<file path="src/rtl/layer_ctrl_rf_if.sv">
// MBus receive/transmit word bundle between the bus layer and layer_ctrl_rf.
// master = bus layer side, slave = the register-file controller.
interface layer_ctrl_rf_if #(
    parameter int ADDR_WIDTH = 32,
    parameter int DATA_WIDTH = 32
);
    logic [ADDR_WIDTH-1:0] rx_addr;
    logic [DATA_WIDTH-1:0] rx_data;
    logic                  rx_pend;
    logic                  rx_req;
    logic                  rx_broadcast;
    logic                  rx_fail;
    logic                  rx_ack;

    logic [ADDR_WIDTH-1:0] tx_addr;
    logic [DATA_WIDTH-1:0] tx_data;
    logic                  tx_pend;
    logic                  tx_req;
    logic                  tx_priority;
    logic                  tx_ack;
    logic                  tx_succ;
    logic                  tx_fail;
    logic                  tx_resp_ack;

    modport master (
        output rx_addr, rx_data, rx_pend, rx_req, rx_broadcast, rx_fail,
        output tx_ack, tx_succ, tx_fail,
        input  rx_ack, tx_addr, tx_data, tx_pend, tx_req, tx_priority, tx_resp_ack
    );

    modport slave (
        input  rx_addr, rx_data, rx_pend, rx_req, rx_broadcast, rx_fail,
        input  tx_ack, tx_succ, tx_fail,
        output rx_ack, tx_addr, tx_data, tx_pend, tx_req, tx_priority, tx_resp_ack
    );
endinterface

</file>
<file path="src/rtl/layer_ctrl_rf.sv">
// MBus register-file controller: function 0 writes one entry, function 1 reads
// a run of entries back as a multi-word reply.
//
// state     | meaning
// IDLE      | waiting for an RX word (or RX_FAIL)
// RX_HOLD   | RX_ACK high, waiting for RX_REQ/RX_FAIL to drop
// RD_ISSUE  | load next reply word onto TX outputs
// TX_HOLD   | TX_REQ high, waiting for TX_ACK (or TX_FAIL abort)
// TX_ACKLOW | waiting for TX_ACK to drop before next word
// TX_RESP   | acknowledging TX_SUCC/TX_FAIL
module layer_ctrl_rf #(
    parameter int ADDR_WIDTH = 32,
    parameter int DATA_WIDTH = 32,
    parameter int FUNC_WIDTH = 4,
    parameter int RF_NUM     = 8,
    parameter int RF_WIDTH   = 24
) (
    input  logic                       clk,
    input  logic                       rst,
    layer_ctrl_rf_if.slave             bus,
    input  logic [RF_NUM*RF_WIDTH-1:0] rf_in,
    output logic [RF_WIDTH-1:0]        rf_out,
    output logic [RF_NUM-1:0]          rf_load,
    output logic                       busy
);
    typedef enum logic [2:0] {
        IDLE,
        RX_HOLD,
        RD_ISSUE,
        TX_HOLD,
        TX_ACKLOW,
        TX_RESP
    } state_t;

    state_t          state;
    logic [7:0]      rd_idx;
    logic [8:0]      words_left;
    logic [7:0]      dest;
    logic            is_read;

    logic [FUNC_WIDTH-1:0] rx_func;
    logic [7:0]            rx_idx;
    logic                  wr_hit;
    logic                  rd_next;
    logic [RF_NUM-1:0]     load_mask;
    logic [RF_WIDTH-1:0]   rd_word;
    logic [23:0]           reply_payload;
    logic                  unused_bits;

    assign rx_func       = bus.rx_addr[FUNC_WIDTH-1:0];
    assign rx_idx        = bus.rx_data[31:24];
    assign wr_hit        = (rx_func == '0) && !bus.rx_broadcast && !bus.rx_fail
                           && (int'(rx_idx) < RF_NUM);
    assign rd_next       = (rx_func == FUNC_WIDTH'(1)) && !bus.rx_broadcast && !bus.rx_fail;
    assign reply_payload = 24'(rd_word);
    assign busy          = (state != IDLE);
    assign bus.tx_priority = 1'b0;
    assign unused_bits   = ^{bus.rx_pend, bus.rx_addr, bus.rx_data};

    // Index decode for the write strobe and the read mux; out-of-range reads give 0.
    always_comb begin
        load_mask = '0;
        rd_word   = '0;
        for (int i = 0; i < RF_NUM; i++) begin
            if (int'(rx_idx) == i) load_mask[i] = wr_hit;
            if (int'(rd_idx) == i) rd_word = rf_in[i*RF_WIDTH +: RF_WIDTH];
        end
    end

    always_ff @(posedge clk or posedge rst) begin
        if (rst) begin
            state           <= IDLE;
            rd_idx          <= '0;
            words_left      <= '0;
            dest            <= '0;
            is_read         <= 1'b0;
            rf_out          <= '0;
            rf_load         <= '0;
            bus.rx_ack      <= 1'b0;
            bus.tx_addr     <= '0;
            bus.tx_data     <= '0;
            bus.tx_pend     <= 1'b0;
            bus.tx_req      <= 1'b0;
            bus.tx_resp_ack <= 1'b0;
        end else begin
            rf_load <= '0;
            case (state)
                IDLE: begin
                    if (bus.rx_req || bus.rx_fail) begin
                        bus.rx_ack <= 1'b1;
                        rd_idx     <= bus.rx_data[31:24];
                        words_left <= {1'b0, bus.rx_data[23:16]} + 9'd1;
                        dest       <= bus.rx_data[15:8];
                        is_read    <= rd_next;
                        if (wr_hit) begin
                            rf_out  <= bus.rx_data[RF_WIDTH-1:0];
                            rf_load <= load_mask;
                        end
                        state <= RX_HOLD;
                    end
                end
                RX_HOLD: begin
                    if (!bus.rx_req && !bus.rx_fail) begin
                        bus.rx_ack <= 1'b0;
                        state      <= is_read ? RD_ISSUE : IDLE;
                    end
                end
                RD_ISSUE: begin
                    bus.tx_addr <= ADDR_WIDTH'(dest);
                    bus.tx_data <= DATA_WIDTH'({rd_idx, reply_payload});
                    bus.tx_pend <= (words_left != 9'd1);
                    bus.tx_req  <= 1'b1;
                    state       <= TX_HOLD;
                end
                TX_HOLD: begin
                    if (bus.tx_fail) begin
                        bus.tx_req      <= 1'b0;
                        bus.tx_pend     <= 1'b0;
                        bus.tx_resp_ack <= 1'b1;
                        state           <= TX_RESP;
                    end else if (bus.tx_ack) begin
                        bus.tx_req <= 1'b0;
                        rd_idx     <= rd_idx + 8'd1;
                        words_left <= words_left - 9'd1;
                        state      <= TX_ACKLOW;
                    end
                end
                TX_ACKLOW: begin
                    if (bus.tx_fail) begin
                        bus.tx_pend     <= 1'b0;
                        bus.tx_resp_ack <= 1'b1;
                        state           <= TX_RESP;
                    end else if (!bus.tx_ack) begin
                        state <= (words_left == 9'd0) ? TX_RESP : RD_ISSUE;
                    end
                end
                TX_RESP: begin
                    if (bus.tx_succ || bus.tx_fail) begin
                        bus.tx_resp_ack <= 1'b1;
                    end else if (bus.tx_resp_ack) begin
                        bus.tx_resp_ack <= 1'b0;
                        state           <= IDLE;
                    end
                end
                default: state <= IDLE;
            endcase
        end
    end
endmodule
</file>
<file path="src/flat_wrapper.sv">
// flat-port wrapper written by rule: the top's interface ports become plain ports
module layer_ctrl_rf_flat 
#(
    parameter int ADDR_WIDTH = 32,
    parameter int DATA_WIDTH = 32,
    parameter int FUNC_WIDTH = 4,
    parameter int RF_NUM     = 8,
    parameter int RF_WIDTH   = 24
)
  (clk, rst, rf_in, rf_out, rf_load, busy, bus_rx_addr, bus_rx_data, bus_rx_pend, bus_rx_req, bus_rx_broadcast, bus_rx_fail, bus_tx_ack, bus_tx_succ, bus_tx_fail, bus_rx_ack, bus_tx_addr, bus_tx_data, bus_tx_pend, bus_tx_req, bus_tx_priority, bus_tx_resp_ack);
  layer_ctrl_rf_if #(.ADDR_WIDTH(ADDR_WIDTH), .DATA_WIDTH(DATA_WIDTH)) bus_i ();
  input  logic clk;
  input  logic rst;
  input  logic [RF_NUM*RF_WIDTH-1:0] rf_in;
  output logic [RF_WIDTH-1:0] rf_out;
  output logic [RF_NUM-1:0] rf_load;
  output logic busy;
  input wire logic [$bits(bus_i.rx_addr)-1:0] bus_rx_addr;
  input wire logic [$bits(bus_i.rx_data)-1:0] bus_rx_data;
  input wire logic [$bits(bus_i.rx_pend)-1:0] bus_rx_pend;
  input wire logic [$bits(bus_i.rx_req)-1:0] bus_rx_req;
  input wire logic [$bits(bus_i.rx_broadcast)-1:0] bus_rx_broadcast;
  input wire logic [$bits(bus_i.rx_fail)-1:0] bus_rx_fail;
  input wire logic [$bits(bus_i.tx_ack)-1:0] bus_tx_ack;
  input wire logic [$bits(bus_i.tx_succ)-1:0] bus_tx_succ;
  input wire logic [$bits(bus_i.tx_fail)-1:0] bus_tx_fail;
  output wire logic [$bits(bus_i.rx_ack)-1:0] bus_rx_ack;
  output wire logic [$bits(bus_i.tx_addr)-1:0] bus_tx_addr;
  output wire logic [$bits(bus_i.tx_data)-1:0] bus_tx_data;
  output wire logic [$bits(bus_i.tx_pend)-1:0] bus_tx_pend;
  output wire logic [$bits(bus_i.tx_req)-1:0] bus_tx_req;
  output wire logic [$bits(bus_i.tx_priority)-1:0] bus_tx_priority;
  output wire logic [$bits(bus_i.tx_resp_ack)-1:0] bus_tx_resp_ack;
  assign bus_i.rx_addr = bus_rx_addr;
  assign bus_i.rx_data = bus_rx_data;
  assign bus_i.rx_pend = bus_rx_pend;
  assign bus_i.rx_req = bus_rx_req;
  assign bus_i.rx_broadcast = bus_rx_broadcast;
  assign bus_i.rx_fail = bus_rx_fail;
  assign bus_i.tx_ack = bus_tx_ack;
  assign bus_i.tx_succ = bus_tx_succ;
  assign bus_i.tx_fail = bus_tx_fail;
  assign bus_rx_ack = bus_i.rx_ack;
  assign bus_tx_addr = bus_i.tx_addr;
  assign bus_tx_data = bus_i.tx_data;
  assign bus_tx_pend = bus_i.tx_pend;
  assign bus_tx_req = bus_i.tx_req;
  assign bus_tx_priority = bus_i.tx_priority;
  assign bus_tx_resp_ack = bus_i.tx_resp_ack;
  layer_ctrl_rf #(.ADDR_WIDTH(ADDR_WIDTH), .DATA_WIDTH(DATA_WIDTH), .FUNC_WIDTH(FUNC_WIDTH), .RF_NUM(RF_NUM), .RF_WIDTH(RF_WIDTH)) u_core (.clk(clk), .rst(rst), .bus(bus_i), .rf_in(rf_in), .rf_out(rf_out), .rf_load(rf_load), .busy(busy));
endmodule
</file>
<file path="config.mk">
export PLATFORM = sky130hd
export DESIGN_NAME = layer_ctrl_rf_flat
export DESIGN_NICKNAME = d
export VERILOG_FILES = /design/src/rtl/layer_ctrl_rf_if.sv /design/src/rtl/layer_ctrl_rf.sv /design/src/flat_wrapper.sv
export SDC_FILE = /design/constraint.sdc
export NUM_CORES = 1
export LEC_CHECK = 0
export CORE_AREA = 5 5 139 141
export DETAILED_ROUTE_END_ITERATION = 8
export DIE_AREA = 0 0 144 146
export PLACE_DENSITY = 0.8
export SLEW_MARGIN = 20
export SYNTH_ARGS = -nofsm -noshare
export SYNTH_HDL_FRONTEND = slang
export SYNTH_SLANG_ARGS = --single-unit
</file>
<file path="constraint.sdc">
create_clock -name clk -period 7.7 [get_ports clk]
set_input_delay 1.155 -clock clk [delete_from_list [all_inputs] [get_ports clk]]
set_output_delay 1.155 -clock clk [all_outputs]
set_load 0.03 [all_outputs]
</file>
# --- Yosys cells after proc, flatten, opt, wreduce, memory -nomap -nowiden ---
# Cells that the tools add are included.
classes:
  n_addsub: 3
  magnitude_cmp: 1
  eq_ne: 30
  muxes: 49
  n_reduce_logical: 31
ops:
  columns: ["op", "n"]
  rows:
  - ["two-way mux 24 bit", 8]
  - ["equality test 8 x 4 -> 1 bit (second input constant)", 8]
  - ["two-way mux 8 bit", 6]
  - ["equality test 8 x 3 -> 1 bit (second input constant)", 4]
  - ["two-way mux 3 bit", 9]
  - ["two-way mux 9 bit", 3]
  - ["one-hot mux 3 bit (6 select lines)", 1]
  - ["one-hot mux 9 bit (2 select lines)", 1]
  - ["equality test 8 x 2 -> 1 bit (second input constant)", 2]
  - ["logical NOT 8 bit", 2]
  - ["one-hot mux 8 bit (2 select lines)", 1]
  - ["two-way mux 1 bit", 15]
  - ["nonzero test 2 bit", 5]
  - ["adder 8 x 1 -> 9 bit (second input constant)", 1]
  - ["logical NOT 9 bit", 1]
  - ["!= test 9 x 1 -> 1 bit (second input constant)", 1]
  - ["subtractor 9 x 1 -> 9 bit (second input constant)", 1]
  - ["adder 8 x 1 -> 8 bit (second input constant)", 1]
  - ["< comparator 8 x 4 -> 1 bit (second input constant)", 1]
  - ["!= test 2 x 1 -> 1 bit (second input constant)", 4]
  - ["one-hot mux 1 bit (2 select lines)", 4]
  - ["AND reduction 2 bit", 4]
  - ["equality test 3 x 2 -> 1 bit (second input constant)", 2]
  - ["equality test 3 bit (second input constant)", 2]
  - ["other kinds (15)", 27]
word_totals:
  register_bits: 105
  inputBits: 265
  output_inout_bits: 102
  word_cells: 127

# --- Logic depth before layout (Yosys ltp) ---
# Gate-level depths: netlist of the first run.
depth:
  depth_word: 9
  ltp_mapped: 8
  mapped_depth_nobuf: 6

# --- Worst setup path before layout of the first run ---
# No wires, ideal clock.
synth_timing:
  path_type: "input to register"
  start: "input port bus_rx_data[28]"
  end: "register u_core.rf_out[0]"
  arrival_ps: 2395
  t_required_ps: 7572
  setup_slack_ps: 5178
  cell_stages: 5
  cell_sequence: "nor4_1 nand2_1 nor3_2 buf_4 mux2_1"
synth_via:
  elab_chain_cells: 3
synth_lines:
  columns: ["item", "line", "source"]
  rows:
  - ["start: declaration", "flat_wrapper.sv:19", "input wire logic [$bits(bus_i.rx_data)-1:0] bus_rx_data;"]
  - ["< comparator 8 x 4 -> 1 bit", "layer_ctrl_rf.sv:53", "&& (int'(rx_idx) < RF_NUM);"]
  - ["logical AND 1 bit", "layer_ctrl_rf.sv:53", null]
  - ["AND reduction 3 bit (no source line)", null, null]
  - ["end signal: assignment", "layer_ctrl_rf.sv:96", "rf_out <= bus.rx_data[RF_WIDTH-1:0];"]
  - ["end: declaration", "layer_ctrl_rf.sv:22", "output logic [RF_WIDTH-1:0] rf_out,"]
# Every way passes these cells.
# A chain may end at the register's enable or synchronous reset.

# --- Worst setup path in the final report of the first run ---
layout_timing:
  start: "input port bus_rx_fail"
  end: "register u_core.rf_out[13]"
layout_via:
  elab_chain_cells: 4
layout_lines:
  columns: ["item", "line", "source"]
  rows:
  - ["start: declaration", "flat_wrapper.sv:23", "input wire logic [$bits(bus_i.rx_fail)-1:0] bus_rx_fail;"]
  - ["logical NOT 1 bit", "layer_ctrl_rf.sv:52", "assign wr_hit = (rx_func == '0) && !bus.rx_broadcast && !bus.rx_fail"]
  - ["logical AND 1 bit", "layer_ctrl_rf.sv:52", null]
  - ["logical AND 1 bit", "layer_ctrl_rf.sv:53", null]
  - ["AND reduction 3 bit (no source line) (*)", null, null]
# Mark *: on every way between the ends. The rest lies on a longest branch, timed or not.

==> impl_metrics.yaml, run 1 <==
outcome:
  status: "completed"
setup_path:
  reg2reg_slack_ns: 4.83
  critPathArrivalTime_ns: 3.30
  cp_max_fo: 24
  crit_path_end_kind: "register"
  path_class: "input pin to register"
  crit_required_ns: 7.93
  startpoint_type: "input pin"
  reg2reg_depth: 5
  reg2reg_to: "u_core.words_left[5]"
  r2r_start: "u_core.state[0]"
floorplan:
  die_y_um: 146
  rows: 49
  die-area_um2: 21020
  core_area_um2: 17840
  io-pin-count: 367
  die_x_um: 144
  start_util_pct: 39.05
clock_network:
  root_buffer: "clkbuf_16"
  cts_setup_buffers: 0
  insertion_delay_ns: 0.35
  clk_pin_slew_ns: 0.07
  cts_hold_buf: 0
  numCtsBuffers: 9
  h-tree-depth: 3
  clock_sinks: 105
  cts_resized: 0
  cts_tree: "done"
  cts.path.max_buffers: 2
sta:
  finClkSkew_ns: 0.005721
  worst_pin_slew_ns: 1.114
  fin_crit_sh_pct: 39.76
  hold_violations: 0
  period_needed_ns: 3.062
  timing.slew.headroom_pct: 25.51
  fmax_ghz: 0.3266
  final-setup-viol-count: 0
  setup_tns_ns: 0
  slew_viol_final: 0
  grt_setup_unrepaired: "false"
global_route:
  grt_max_degree: 59
  grt_pass1_wl_um: 41720
  overflow: 0
  grt_use_total_pct: 25.13
  antenna_found_initial: 4
  grt_pass1_vias: 7417
logic_synthesis:
  synth_compound_area_share_pct: 26.54
  synth_most_common_cell: "nand2_1"
  synthFlopType: "dfrtp_1"
  synth.area.top_cells: "dfrtp_1, nand2_1, o2111ai_1"
  synth_edf_count: 0
  synthCells: 835
  ys_seq_area_share_pct: 37.72
  synth_top_area_cell: "dfrtp_1"
  synth_warnings: 0
  synth_commonest_cells: "nand2_1, dfrtp_1, a21oi_1, clkbuf_1, o2111ai_1"
  synth_fa_ha_area_share_pct: 1.437
  synth_top_family_by_area: "compound AO/OA/AOI/OAI gates"
  synth-xor-area-share_pct: 0.6286
  ys_ff_latch: 105
  async_flop_share_pct: 100.0
  avgSynthCellArea_um2: 8.343
  synth.top_cell.area_share_pct: 37.72
  syn_area_um2: 6967
  synth_cell_types: 69
  yosys-mux-area-fraction_pct: 4.167
  synthSimpleGateAreaFrac_pct: 20.83
finish:
  area_delta_synth_final_pct: 49.89
  post-route-util_pct: 58.53
  fill_cells: 1553
  final_cells: 1336
  drive_gt1_share_pct: 4.805
  nets: 1372
hold_path:
  worstHoldStart: "u_core.dest[7]"
  hold_path_class: "register to register"
  hold_path_end: "u_core.bus.tx_addr[7]"
  worstHoldPathCells: 2
detailed_routing:
  drc: 0
  totalWireLength_um: 27580
  drt_iter0_drc: 399
  drt-vias-per-instance: 5.610
  antenna_left: 0
  first_pass_iters: 5
  num_vias: 7495
  routedWlPerCell_um: 20.64
placed_design:
  dpl.hpwl_um: 19770
  dp.cells: 1316
  gp_congestion: 0.9089
  io_buffers: 312
pwr:
  power_density_nw_per_um2: 300.6
  p_leak_nw: 4.285
  ir_drop_mv: 0.1662
flow_run:
  cap_violations: 0
==> logic make-up (layout without fill, tap and decap cells) <==
group / after synthesis / count (layout)
AND/OR/NAND/NOR: 301 / 301
buffers and inverters: 129 / 373
multiplexers: 26 / 26
adder cells (fa/ha/maj): 8 / 8
flip-flops: 105 / 105
XOR/XNOR: 5 / 5
other: 1 / 29
AO/OA/AOI/OAI: 260 / 260
==> state kept, by name, indices dropped and copies added, names as in the netlist <==
signal                  flops
u_core.words_left           9
u_core.bus.tx_addr          8
u_core.dest                 8
u_core.state                3
u_core.bus.tx_data         32
u_core.bus.rx_ack           1
u_core.bus.tx_req           1
u_core.bus.tx_resp_ack      1
u_core.is_read              1
u_core.bus.tx_pend          1
u_core.rf_load              8
u_core.rd_idx               8
u_core.rf_out              24
==> where the power goes <==
part           total [mW]  internal (mW)  leakage (nW)  switching, mW
Combinational        1.80          0.687          2.82           1.11
Sequential          0.859          0.716          1.33          0.143
Clock               0.482          0.256         0.142          0.226
Total                3.14           1.66          4.28           1.48
==> how the worst max path moves through the flow <==
stage | startpoint | endpoint | slack (ns) | cells past startpoint
after CTS | bus_rx_fail | u_core.rf_out[13] | 4.64 | 6
after floorplan | rst | u_core.bus.rx_ack | 3.78 | 1
after detailed placement | bus_rx_fail | u_core.rf_out[2] | 4.27 | 6
after global routing | bus_rx_fail | u_core.rf_out[2] | 4.54 | 6
after global placement | bus_rx_fail | u_core.rf_out[13] | 4.30 | 6
final | bus_rx_fail | u_core.rf_out[13] | 4.64 | 6
==> cells in the final DEF, fill, tap and decap left out, drive strengths merged, types with 4 or more instances in the layout <==
cell type | synthesis | layout
a21oi | 60 | 60
a221o | 21 | 21
a311oi | 21 | 21
a31oi | 6 | 6
and3 | 8 | 8
buf | 39 | 13
clkbuf | 57 | 9
clkdlybuf4s50 | 0 | 312
conb | 1 | 25
dfrtp | 105 | 105
diode | 0 | 4
ha | 8 | 8
inv | 33 | 35
mux2 | 24 | 24
nand2 | 157 | 157
nand2b | 26 | 26
nand3 | 17 | 17
nand3b | 4 | 4
nor2 | 20 | 20
nor2b | 26 | 26
nor3 | 15 | 15
nor4 | 5 | 5
o2111ai | 42 | 42
o211ai | 28 | 28
o21ai | 42 | 42
o22ai | 11 | 11
or2 | 6 | 6
or3 | 4 | 4
==> metal layers <==
| layer | vias to the layer above | track usage, % | share of wire (%) |
|---|---|---|---|
| li1 | 3536 | - | - |
| met4 | 2 | 10.26 | 3.4 |
| met3 | 59 | 7.033 | 10 |
| met1 | 3535 | 31.19 | 39 |
| met5 | - | 0 | 0.029 |
| met2 | 363 | 40.90 | 48 |
==> worst max-delay path, stage by stage <==
cell and delay (ns):
clkdlybuf4s50_1 0.52, o21ba_2 0.22, nand2_1 0.37, nor3_4 0.29
buf_4 0.34, mux2_2 0.37
==> per-stage QoR <==
step | setup WS (ns) | power, mW | area (um^2) | hold WS, ns
2_1_floorplan | 3.784 | 1.979 | 7057 | 0.4386
3_3_place_gp | 4.302 | 2.629 | 10120 | 0.4472
3_5_place_dp | 4.265 | 2.652 | 10120 | 0.4561
4_1_cts | 4.638 | 3.153 | 10430 | 0.4724
5_1_grt | 4.537 | 3.358 | 10440 | 0.4995
6_report | 4.638 | 3.139 | 10440 | 0.4703
==> cell type report <==
class	instances	area (um^2)	share of cell area [%]
antenna	4	10.01	0.09585
clock buffer	9	225.2	2.157
clock inverter	6	76.32	0.7309
inverter	33	126.4	1.210
multi-input combinational	625	3870	37.06
sequential	105	2628	25.16
tap	229	286.5	2.744
timing repair buffer	325	3221	30.84
Power figures use the tool's default switching activity.
==> inputs of run 2 (changes only) <==
Settings changed: CORE_AREA 5 5 139 141 to not set, CORE_MARGIN set to 5, CORE_UTILIZATION set to 40, DIE_AREA 0 0 144 146 to not set, PLACE_DENSITY 0.8 to 0.81.
Clock period 7.7 ns to 3.2 ns, I/O delays scaled along.
==> run 2 against run 1 <==
Global-route usage increased by 0.92 points; highest routed layer is now met4; non-clock buffer count increased by 13; count of clock-buffer cells in the layout unchanged.
==> impl_metrics.yaml, run 2 (synthesis gave the netlist of run 1 again) <==
setup_path:
  critPathArrivalTime_ns: 2.67
  crit_path_cell_trace: "inv_1 -> ha_2 -> buf_4 -> nand2b_1 -> or2_2 -> o2111ai_1 -> a31oi_1"
  path_class: "register to register"
  cp_max_fo: 30
  cp_num_buf_inv: 2
  cp_slowest_cell: "ha_2"
  critPathTopFamily: "simple AND/OR/NAND/NOR gates"
  crit_required_ns: 3.38
  crit_path_max_incr_delay_ns: 0.48
  startpoint_type: "register"
  crit_path_end_kind: "register"
finish:
  area_delta_synth_final_pct: 51.56
  top_register: "u_core.bus.tx_data"
  final_cells: 1344
  fill_cells: 1485
  final_cell_mix: "clkdlybuf4s50_1, nand2_1, dfrtp_1"
  layout_commonest_cell: "clkdlybuf4s50_1"
  nets: 1385
  largest_reg_flops: 32
  drive_gt1_share_pct: 5.998
  reg_top3: "u_core.bus.tx_data (32), u_core.rf_out (24), u_core.words_left (9)"
detailed_routing:
  routedWlPerCell_um: 20.20
  num_vias: 7498
  antenna_left: 0
  drt_iter0_drc: 412
  totalWireLength_um: 27150
  drt-vias-per-instance: 5.579
  first_pass_iters: 5
  drc: 0
pwr:
  intPower_mw: 4.035
  finalPower_mw: 7.624
  ir_drop_mv: 0.3655
  p_clk_share_pct: 15.0
  p_leak_nw: 4.360
  switching_share_pct: 47.07
  p_seq_share_pct: 27.4
  power_density_nw_per_um2: 722.0
  switchingPower_mw: 3.589
  comb_power_share_pct: 57.6
clock_network:
  clk_pin_slew_ns: 0.08
  numCtsBuffers: 9
  cts_setup_buffers: 0
  cts_tree: "done"
  cts.path.max_buffers: 2
  root_buffer: "clkbuf_16"
  clock_sinks: 105
  cts_hold_buf: 0
  h-tree-depth: 3
  cts_resized: 0
  insertion_delay_ns: 0.35
sta:
  setup_ws_ns: 0.7066
  hold_violations: 0
  final-setup-viol-count: 0
  slew_viol_final: 0
  grt_setup_unrepaired: "false"
  fin_crit_sh_pct: 77.92
  fmax_ghz: 0.4011
  worst_pin_slew_ns: 0.9791
  setup_tns_ns: 0
  period_needed_ns: 2.493
  finClkSkew_ns: 0.007128
  timing.slew.headroom_pct: 34.57
global_route:
  grt_pass1_vias: 7430
  grt_use_total_pct: 26.05
  overflow: 0
  antenna_found_initial: 1
  grt_max_degree: 56
  grt_pass1_wl_um: 41620
flow_run:
  cap_violations: 0
floorplan:
  die_x_um: 142.0
  core_area_um2: 17180
  start_util_pct: 40.56
  rows: 48
  die-area_um2: 20160
  io-pin-count: 367
  die_y_um: 142.0
placed_design:
  dpl.hpwl_um: 20360
  dp.cells: 1326
  place_ws_ns: 0.7062
  gp_congestion: 0.8874
  io_buffers: 312
hold_path:
  hold_path_class: "register to register"
outcome:
  status: "completed"
==> run 2: cell count changes in the layout (fill, tap and decap cells not counted) <==
cell        before  now
buf_12           0    2
buf_4           13   24
bufinv_16        1    0
clkinv_4         1    0
clkinv_8         0    2
clkinvlp_4       2    1
diode_2          4    2
inv_4            1    0
inv_6            0    4
inv_8            2    1
==> run 2: cell type report <==
type	count	area, um^2	area share, %
Clock inverter	7	78.83	0.7465
Sequential cell	105	2628	24.88
Inverter	33	127.6	1.209
Timing Repair Buffer	338	3343	31.66
Antenna cell	2	5.005	0.04740
Multi-Input combinational cell	625	3870	36.65
Tap cell	225	281.5	2.666
Clock buffer	9	225.2	2.133
==> run 2: power by group through the flow <==
| stage | Combinational, mW | Sequential (mW) | Clock [mW] |
|---|---|---|---|
| CTS | 4.39 | 2.09 | 1.17 |
| global placement | 4.33 | 2.09 | 0 |
| detailed placement | 4.37 | 2.11 | 0 |
| floorplan | 2.31 | 2.45 | 0 |
| finish | 4.39 | 2.09 | 1.14 |
| global route | 4.76 | 2.16 | 1.23 |
==> run 2: metrics by stage <==
step	utilization, %	hold slack (ns)	instance area (um^2)
floorplan	-	0.4386	7061
global placement	59.67	0.4490	10250
detailed placement	59.67	0.4505	10250
CTS	61.44	0.4720	10550
global route	61.46	0.4885	10560
finish	61.47	0.4709	10560
==> run 2: worst paths after layout <==
kind	start	depth (start not counted)	slack (ns)	to
hold / removal	u_core.dest[7]	2	0.47	u_core.bus.tx_addr[7]
max in group asynchronous	rst	3	1.83	u_core.bus.tx_data[11]
min in group asynchronous	rst	2	0.61	u_core.rf_load[5]
setup reg to reg	u_core.rd_idx[0]	7	0.71	u_core.bus.tx_data[4]
setup / recovery	u_core.rd_idx[0]	7	0.71	u_core.bus.tx_data[4]
hold reg to reg	u_core.dest[7]	2	0.47	u_core.bus.tx_addr[7]
==> run 2: routing by layer <==
metal	vias to the layer above	GRT usage (%)	part of all wire [%]
li1	3552	-	-
met1	3551	31.82	38
met2	347	44.53	49
met3	48	7.863	10
met4	0	7.778	2.7
met5	-	0	0
==> run 2: worst register-to-register path, stage by stage (launching register included) <==
cell and delay [ns]:
dfrtp_1 0.43, inv_1 0.17, ha_2 0.48, buf_4 0.42, nand2b_1 0.29, or2_2 0.35
o2111ai_1 0.07, a31oi_1 0.12
==> inputs of run 3 (changes only) <==
Settings changed: CORE_UTILIZATION 40 to 37, PLACE_DENSITY 0.81 to 0.79.
Clock period 3.2 ns to 2.21 ns, I/O delays scaled along.
==> run 3 against run 2 <==
Global-route usage down 1.2 points; cell count up 2.2%; cell area rose by 2.8%; worst hold slack got worse by 0.23 ns; non-clock buffer count rose by 21; sequential share of layout area shrank 0.67 points; combinational power grew 54%; clock power grew 46%; power increased by 49%; core utilization shrank 3.3 points; via count up 3.4%; worst setup slack got worse by 0.57 ns; highest routed layer is now met5.
==> impl_metrics.yaml, run 3 (synthesis gave the netlist of run 1 again) <==
outcome:
  status: "completed"
setup_path:
  critPathArrivalTime_ns: 2.32
  crit_path_cell_trace: "inv_1 -> ha_2 -> or2_4 -> a311oi_1 -> a211o_1 -> a32o_1"
  path_class: "register to register"
  cp_slowest_cell: "dfrtp_1"
  r2r_start: "u_core.rd_idx[0]"
  cp_max_fo: 21
  cp_num_buf_inv: 1
  reg2reg_slack_ns: 0.13
  critPathTopFamily: "compound AO/OA/AOI/OAI gates"
  startpoint_type: "register"
  reg2reg_depth: 6
  crit_path_end_kind: "register"
  reg2reg_to: "u_core.bus.tx_data[0]"
  crit_required_ns: 2.46
  crit_path_max_incr_delay_ns: 0.44
finish:
  top_register: "u_core.bus.tx_data"
  area_delta_synth_final_pct: 55.78
  largest_reg_flops: 32
  multi_input_area_um2: 3885
  final_cell_mix: "clkdlybuf4s50_1, nand2_1, dfrtp_1"
  reg_top3: "u_core.bus.tx_data (32), u_core.rf_out (24), u_core.words_left (9)"
  fin_area_um2: 10850
  final_cells: 1374
  seq_area_um2: 2628
  fill_cells: 1700
  layout_commonest_cell: "clkdlybuf4s50_1"
  nets: 1406
  drive_gt1_share_pct: 7.996
  post-route-util_pct: 58.21
global_route:
  grt_pass1_vias: 7782
  antenna_found_initial: 3
  overflow: 0
  grt_use_total_pct: 24.87
  grt_pass1_wl_um: 43050
  grt_max_degree: 56
sta:
  slew_viol_final: 0
  grt_setup_unrepaired: "false"
  finClkSkew_ns: 0.008694
  final-setup-viol-count: 0
  worst_pin_slew_ns: 0.6386
  timing.slew.headroom_pct: 57.34
  hold_violations: 0
  setup_tns_ns: 0
  fmax_ghz: 0.4816
  period_needed_ns: 2.076
  setup_ws_ns: 0.1337
  fin_crit_sh_pct: 93.95
  hold_ws_ns: 0.2380
detailed_routing:
  num_vias: 7752
  antenna_left: 0
  drt_iter0_drc: 495
  drt-vias-per-instance: 5.642
  first_pass_iters: 5
  totalWireLength_um: 28150
  drc: 0
  routedWlPerCell_um: 20.49
clock_network:
  cts_setup_buffers: 0
  numCtsBuffers: 9
  h-tree-depth: 3
  clk_pin_slew_ns: 0.08
  cts.path.max_buffers: 2
  cts_hold_buf: 0
  insertion_delay_ns: 0.36
  cts_tree: "done"
  root_buffer: "clkbuf_16"
  clock_sinks: 105
  cts_resized: 2
floorplan:
  rows: 50
  start_util_pct: 37.37
  io-pin-count: 367
  core_area_um2: 18640
  die-area_um2: 21670
  die_x_um: 147.2
  die_y_um: 147.2
placed_design:
  io_buffers: 312
  gp_congestion: 0.9250
  dpl.hpwl_um: 21320
  place_area_um2: 10530
  place_ws_ns: -0.02897
  dp.cells: 1356
pwr:
  ir_drop_mv: 0.5193
  power_density_nw_per_um2: 1047
  p_leak_nw: 4.505
  finalPower_mw: 11.36
hold_path:
  hold_path_class: "input pin to async pin"
flow_run:
  cap_violations: 0
-- run 3: cell types whose count changed in the layout (fill, tap and decap cells not counted), sizes merged --
cell,change
buf,+21
clkbuf,+1
clkdlybuf4s50,-1
clkinv,-2
dlymetal6s2s,+1
inv,+1
-- run 3: per-layer routing --
layer,up-vias,global-route usage (%),share of wire [%]
met4,2,7.176,2.8
met1,3729,29.16,39
met5,-,0,0.046
met2,365,43.66,50
met3,59,7.958,9.0
li1,3597,-,-
-- run 3: how the worst max path moves through the flow --
stage	endpoint	depth (start not counted)	from	slack [ns]
after floorplan	u_core.bus.tx_data[2]	8	u_core.rd_idx[0]	0.39
after global placement	u_core.bus.tx_data[1]	6	u_core.rd_idx[0]	0.06
after detailed placement	u_core.bus.tx_data[11]	6	u_core.rd_idx[0]	-0.03
after CTS	u_core.bus.tx_data[21]	7	u_core.rd_idx[1]	0.03
after global routing	u_core.bus.tx_data[4]	4	u_core.rd_idx[4]	0.04
final	u_core.bus.tx_data[0]	6	u_core.rd_idx[0]	0.13
-- run 3: layout make-up --
class | instances | share of cell area, %
well taps | 234 | 2.698
flip-flops and latches | 105 | 24.21
repair buffers | 359 | 33.39
clock buffers | 10 | 2.202
multi-input cells | 625 | 35.80
diodes | 2 | 0.04611
inverters | 33 | 1.176
clock inverters | 6 | 0.4842
-- run 3: power by group --
group / total, mW / switching, mW / internal [mW]
Sequential: 2.96 / 0.468 / 2.50
Combinational: 6.74 / 3.96 / 2.78
Clock: 1.66 / 0.835 / 0.824
Total: 11.4 / 5.26 / 6.10
